===== src/rtl/memchk_timeout.sv =====
// memchk_timeout
// Cycle counter that flags expiry when it has counted LIMIT-1 enabled
// cycles, i.e. on the LIMIT-th enabled cycle after clear.
// Ports:
//   clk_i     : clock, rising edge
//   clr_i     : synchronous clear (highest priority)
//   en_i      : count enable
//   expired_o : high in the enabled cycle where the count equals LIMIT-1
module memchk_timeout #(
  parameter int LIMIT = 1000
) (
  input  logic clk_i,
  input  logic clr_i,
  input  logic en_i,
  output logic expired_o
);

  localparam int CW = (LIMIT > 1) ? $clog2(LIMIT + 1) : 1;

  logic [CW-1:0] cnt;

  assign expired_o = en_i && (cnt == CW'(LIMIT - 1));

  // Holds at the limit once expired; the owner stops enabling after expiry.
  always_ff @(posedge clk_i) begin
    if (clr_i) begin
      cnt <= '0;
    end else if (en_i && !expired_o) begin
      cnt <= cnt + CW'(1);
    end
  end

endmodule


===== config.mk =====
export PLATFORM = sky130hd
export DESIGN_NAME = memchk_timeout
export DESIGN_NICKNAME = d
export VERILOG_FILES = /design/src/rtl/memchk_timeout.sv
export SDC_FILE = /design/constraint.sdc
export NUM_CORES = 1
export LEC_CHECK = 0
export CAP_MARGIN = 20
export CORE_AREA = 3 3 40 42
export DETAILED_ROUTE_END_ITERATION = 16
export DIE_AREA = 0 0 43 45
export MAX_ROUTING_LAYER = met4
export SLEW_MARGIN = 20
export SYNTH_ARGS = -nofsm -noshare
export SYNTH_HDL_FRONTEND = slang
export SYNTH_SLANG_ARGS = --single-unit

===== constraint.sdc =====
create_clock -name clk_i -period 2 [get_ports clk_i]
set_clock_uncertainty 0.2 [all_clocks]
set_input_delay 0.4 -clock clk_i [delete_from_list [all_inputs] [get_ports clk_i]]
set_output_delay 0.4 -clock clk_i [all_outputs]
set_load 0.01 [all_outputs]

==> results_dict.tcl, run 1 <==
set metrics [dict create \
    tightest_slew_ps 308 \
    row_count 13 \
    grt_pass1_vias 530 \
    seq_area_frac_synth 0.356 \
    drc 0 \
    p_per_area_mw_per_mm2 571 \
    syn_area_sq_um 563 \
    antenna_found_initial 0 \
    min_path_cells 2 \
    startpoint_type "flop" \
    grt_overflow 0 \
    power.total_uw 457 \
    min_period_over_period 0.954 \
    clock_latency_ps 260 \
    yosysTopAreaCell "dfxtp_1" \
    rsz0062_at_grt "false" \
    synthAdderAreaFrac 0.0222 \
    route.vias.total 571 \
    critPathCaptureType "primary output" \
    async_flop_share 0 \
    fin_nets 95 \
    leakage_uw 0.000333 \
    die_x_um 43 \
    status "complete, no violations" \
    maxCapViolations 0 \
    grt_use_total 0.156 \
    max-slew-margin-rel 0.794 \
    wire_per_inst_um 12.8 \
    cp-startpoint "cnt[0]$_SDFFE_PP0P_" \
    arrival_ps 1310 \
    fmax_mhz 524 \
    required_ps 1400 \
    dieArea_sq_mm 0.00194 \
    post-route-min-period_ps 1910 \
    synth_xor_area_frac 0.0156 \
    synth-seq-cells 10 \
    antennaDiodeCount 0 \
    initial_core_util 0.438 \
    ys_types 24 \
    die_y_um 45 \
    fin_cells 104 \
    syn_to_final_growth_pct 42.0 \
    cts_root_buf "clkbuf_4" \
    synthSimpleGateAreaFrac 0.400 \
    largest_reg_flops 10 \
    r2r-end "cnt[9]$_SDFFE_PP0P_" \
    finalSetupViolCount 0 \
    worstReg2RegStart "cnt[6]$_SDFFE_PP0P_" \
    avgSynthCellArea_sq_um 8.80 \
    clockBufferDepth 2 \
    core_area_sq_mm 0.00128 \
    place_congestion 0.749 \
    syn_inst 64 \
    drive_gt1_frac 0.371 \
    synth_common_cells "10 x dfxtp_1, 8 x a21oi_1, 6 x or4_1" \
    muxShareOfSynthArea 0 \
    dp_hpwl_um 942 \
    synth.most_common_cell "dfxtp_1" \
    syn_nets 68 \
    rr_worst_depth 4 \
    final_max_slew_viol_count 0 \
    dpl.cell_count 98 \
    ant_nets 0 \
    wirelength_um 1330 \
    path_max_fanout 2 \
    drt-initial-drc-count 13 \
    synth_edf_count 0 \
    cts_buffers 3 \
    regMostFlops "cnt" \
    clkSinkCount 10 \
    drtPass1Iterations 4 \
    worstHoldPathType "reg -> reg" \
    cts_tree "yes" \
    synth.area.top_cells "dfxtp_1 36%, or4_1 8.0%, nand4_4 7.6%" \
    reg_top3 "cnt x10" \
    vias_per_cell 5.49 \
    grt_pass1_wl_um 2090 \
    worstSetupPathType "reg -> out" \
    port_buffers 3 \
    clkSlewWorstSetupHoldPaths_ps 70 \
    io-pin-count 4 \
    synth_compound_gate_area_share 0.173 \
    grt_max_degree 11 \
    vdd_drop_max_v 0.000336 \
    synth_top_family_by_area "simple AND/OR/NAND/NOR gates" \
    htreeDepth 1 \
    hold_viol 0 \
    synth_ff_type "dfxtp_1" \
    r2r_slack_ps 380 \
    synth_top_area_share 0.356 \
    crit_path_end "expired_o" \
    yosysWarnings 0 \
]
==> critical path: stages, from the launching register on <==
cell	delay (ps)
dfxtp_2	330
ha_2	200
nand2b_4	70
nor3_4	190
and2_1	140
buf_2	120
==> layout by cell type, fill, tap and decap left out <==
cell type	n
buf_4	21
a21oi_1	8
dfxtp_1	8
or4_1	6
o31ai_1	4
o21ai_0	4
nand3_1	4
nor3b_1	3
clkbuf_4	3
nand4_4	2
nand3b_1	2
inv_1	2
nand2_1	2
nand4_1	2
nor2_1	2
nand2b_1	2
dfxtp_2	2
clkdlybuf4s50_1	2
nand2b_4	1
nor3_4	1
and2_1	1
or3_2	1
xor2_1	1
or3_1	1
o21a_1	1
and3b_1	1
ha_2	1
buf_2	1
==> layer usage <==
| layer | vias to the layer above | part of all wire | track usage | routed length [um] |
|---|---|---|---|---|
| li1 | 297 | - | - | - |
| met2 | 8 | 0.47 | 0.266 | 619 |
| met4 | 0 | 0.016 | 0.108 | 21 |
| met1 | 264 | 0.49 | 0.160 | 652 |
| met3 | 2 | 0.028 | 0.0359 | 37 |
| met5 | - | 0 | - | 0 |
==> worst min-delay path by stage <==
stage	startpoint	slack, ps	to
floorplan	cnt[9]$_SDFFE_PP0P_	250	cnt[9]$_SDFFE_PP0P_
global placement	cnt[9]$_SDFFE_PP0P_	260	cnt[9]$_SDFFE_PP0P_
detailed placement	cnt[9]$_SDFFE_PP0P_	270	cnt[9]$_SDFFE_PP0P_
CTS	cnt[9]$_SDFFE_PP0P_	290	cnt[9]$_SDFFE_PP0P_
global route	cnt[9]$_SDFFE_PP0P_	310	cnt[9]$_SDFFE_PP0P_
finish	cnt[9]$_SDFFE_PP0P_	290	cnt[9]$_SDFFE_PP0P_
==> timing repair <==
| item | CTS | global route |
|---|---|---|
| buffers inserted | 3 | 0 |
| setup endpoints to repair | 1 | 1 |
| resized for setup | 8 | 2 |
| pin swaps | 2 | 2 |
| hold buffers | 0 | 0 |
==> kinds of logic (layout without fill, tap and decap cells) <==
logic type	after synthesis	after routing
adder cells (fa/ha/maj)	1	1
AND/OR/NAND/NOR	31	31
flip-flops	10	10
AO/OA/AOI/OAI	17	17
buffers and inverters	4	29
XOR/XNOR	1	1
==> area by class of cell <==
type,instances,area (sq um)
timing repair buffer,24,183
multi-input combinational,50,365
inverter,2,7.51
fill,111,485
tap,15,18.8
sequential,10,203
clock buffer,3,22.5
==> where the power goes <==
group          total (uW)  internal (uW)  switching (uW)
sequential            217            211            5.75
combinational        98.4           48.3            50.1
clock                 141           69.6            71.6
==> per-stage QoR <==
step | util | cell area (sq um) | setup TNS, ps | setup WS (ps) | hold slack, ps
after floorplan | - | 563 | 0 | 258 | 252
after global placement | 0.573 | 736 | -217 | -113 | 264
after detailed placement | 0.573 | 736 | -270 | -117 | 271
after CTS | 0.611 | 786 | 0 | 70.6 | 286
after global routing | 0.622 | 800 | 0 | 16.3 | 307
final | 0.622 | 800 | 0 | 91.3 | 288
Power figures use the tool's default switching activity.
==> inputs of run 2 (changes only) <==
--- a/config.mk
+++ b/config.mk
@@ -5,11 +5,13 @@
 export SDC_FILE = /design/constraint.sdc
 export NUM_CORES = 1
 export LEC_CHECK = 0
+export ABC_AREA = 0
 export CAP_MARGIN = 20
 export CORE_AREA = 3 3 40 42
 export DETAILED_ROUTE_END_ITERATION = 16
 export DIE_AREA = 0 0 43 45
 export MAX_ROUTING_LAYER = met4
+export REMOVE_ABC_BUFFERS = 1
 export SLEW_MARGIN = 20
 export SYNTH_ARGS = -nofsm -noshare
 export SYNTH_HDL_FRONTEND = slang
==> run 2 against run 1 <==
Compared with the run above: global-route usage is 0.36 points higher; register-to-register slack better by 20 ps; hold slack hardly changed; clock-buffer cell count is 1 higher; non-clock buffer count is 1 lower; maximum frequency is 0.28% higher; worst setup slack better by 5.3 ps; clock power is 28% higher; die area stayed put; final area is 0.31% higher; sequential cell count stayed put; critical path type unchanged.
==> results_dict.tcl, run 2 (synthesis results as in run 1) <==
set metrics [dict create \
    finalSetupTns_ps 0 \
    vias_per_cell 5.77 \
    antenna_found_initial 0 \
    dp_hpwl_um 943 \
    drc 0 \
    grt_pass1_vias 539 \
    worstHoldPathType "reg -> reg" \
    antennaDiodeCount 0 \
    reg_top3 "cnt x10" \
    fin_nets 94 \
    post-route-min-period_ps 1900 \
    register_area_sq_um 203 \
    min_period_over_period 0.952 \
    io-pin-count 4 \
    grt_pass1_wl_um 2200 \
    multiInputGateArea_sq_um 362 \
    core_area_sq_mm 0.00128 \
    route.vias.total 600 \
    final_common_cell "buf_4" \
    max-slew-margin-rel 0.842 \
    worstSetupPathType "reg -> out" \
    tightest_slew_ps 236 \
    largest_reg_flops 10 \
    grt_use_total 0.160 \
    drtPass1Iterations 4 \
    place_congestion 0.802 \
    cts_root_buf "clkbuf_4" \
    required_ps 1400 \
    critPathCaptureType "primary output" \
    drive_gt1_frac 0.360 \
    wl_met3_um 50 \
    path_max_fanout 2 \
    port_buffers 3 \
    regMostFlops "cnt" \
    die_y_um 45 \
    wire_per_inst_um 13.0 \
    final_max_slew_viol_count 0 \
    die_x_um 43 \
    hold_viol 0 \
    wl_met1_um 592 \
    top_layer_used "met4" \
    dieArea_sq_mm 0.00194 \
    p_per_area_mw_per_mm2 626 \
    wirelength_um 1350 \
    clkSinkCount 10 \
    syn_to_final_growth_pct 42.4 \
    row_count 13 \
    fin_cells 104 \
    startpoint_type "flop" \
    status "complete, no violations" \
    maxCapViolations 0 \
    rsz0062_at_grt "false" \
    routed-wl-met2_um 677 \
    grt_overflow 0 \
    cts_tree "yes" \
    fillCellCount 119 \
    clkSlewWorstSetupHoldPaths_ps 70 \
    vdd_drop_max_v 0.000370 \
    htreeDepth 1 \
    clock_latency_ps 260 \
    clockBufferDepth 2 \
    arrival_ps 1300 \
    cts_buffers 3 \
    finalSetupViolCount 0 \
    ant_nets 0 \
    hold_ws_ps 287 \
    mostFrequentLayoutCells "20 x buf_4, 8 x a21oi_1, 8 x dfxtp_1, 6 x or4_1" \
    fmax_mhz 525 \
    drt-initial-drc-count 10 \
    grt_max_degree 10 \
    dpl.cell_count 99 \
    leakage_uw 0.000319 \
    initial_core_util 0.438 \
]
-- run 2: per-layer routing --
| metal | track usage | up-vias |
|---|---|---|
| met1 | 0.168 | 281 |
| met5 | - | - |
| met3 | 0.0438 | 6 |
| li1 | - | 301 |
| met2 | 0.275 | 12 |
| met4 | 0.0843 | 0 |
-- run 2: path summary, 6_finish.rpt --
kind                       startpoint                   to  slack [ps]  cells past startpoint
hold reg to reg   cnt[9]$_SDFFE_PP0P_  cnt[9]$_SDFFE_PP0P_         290                      2
setup reg to reg  cnt[1]$_SDFFE_PP0P_  cnt[1]$_SDFFE_PP0P_         400                      5
setup / recovery  cnt[1]$_SDFFE_PP0P_            expired_o         100                      5
hold / removal    cnt[9]$_SDFFE_PP0P_  cnt[9]$_SDFFE_PP0P_         290                      2
-- run 2: cell type report --
class,count,share of cell area
multi-input combinational,50,0.451
tap,15,0.0234
inverter,2,0.00936
timing repair buffer,23,0.218
clock buffer,4,0.0452
sequential,10,0.253
-- run 2: stage by stage --
step | area, sq um | utilization | setup WS, ps | power (uW)
6_report | 802 | 0.624 | 96.6 | 502
3_5_place_dp | 743 | 0.578 | -115 | 311
3_3_place_gp | 743 | 0.578 | -154 | 309
4_1_cts | 802 | 0.624 | 87.9 | 502
2_1_floorplan | 552 | - | 258 | 261
5_1_grt | 802 | 0.624 | 6.18 | 522
-- run 2: what timing repair did --
action,CTS,global route
resized for setup,9,0
pin swaps,3,1
hold buffers,0,0
setup buffers,1,0
hold endpoints to repair,0,0
endpoints found under the setup margin,1,1
-- run 2: worst max-delay path, cell delays in order (launching register included) --
cell      delay (ps)
dfxtp_2          360
ha_4             140
nand2b_1          80
nor3_2           190
and2_1           150
buf_2            120
-- run 2: where the power goes --
group	total (uW)	switching, uW	internal (uW)
sequential	223	11.2	212
combinational	99.5	47.8	51.7
clock	180	69.2	111
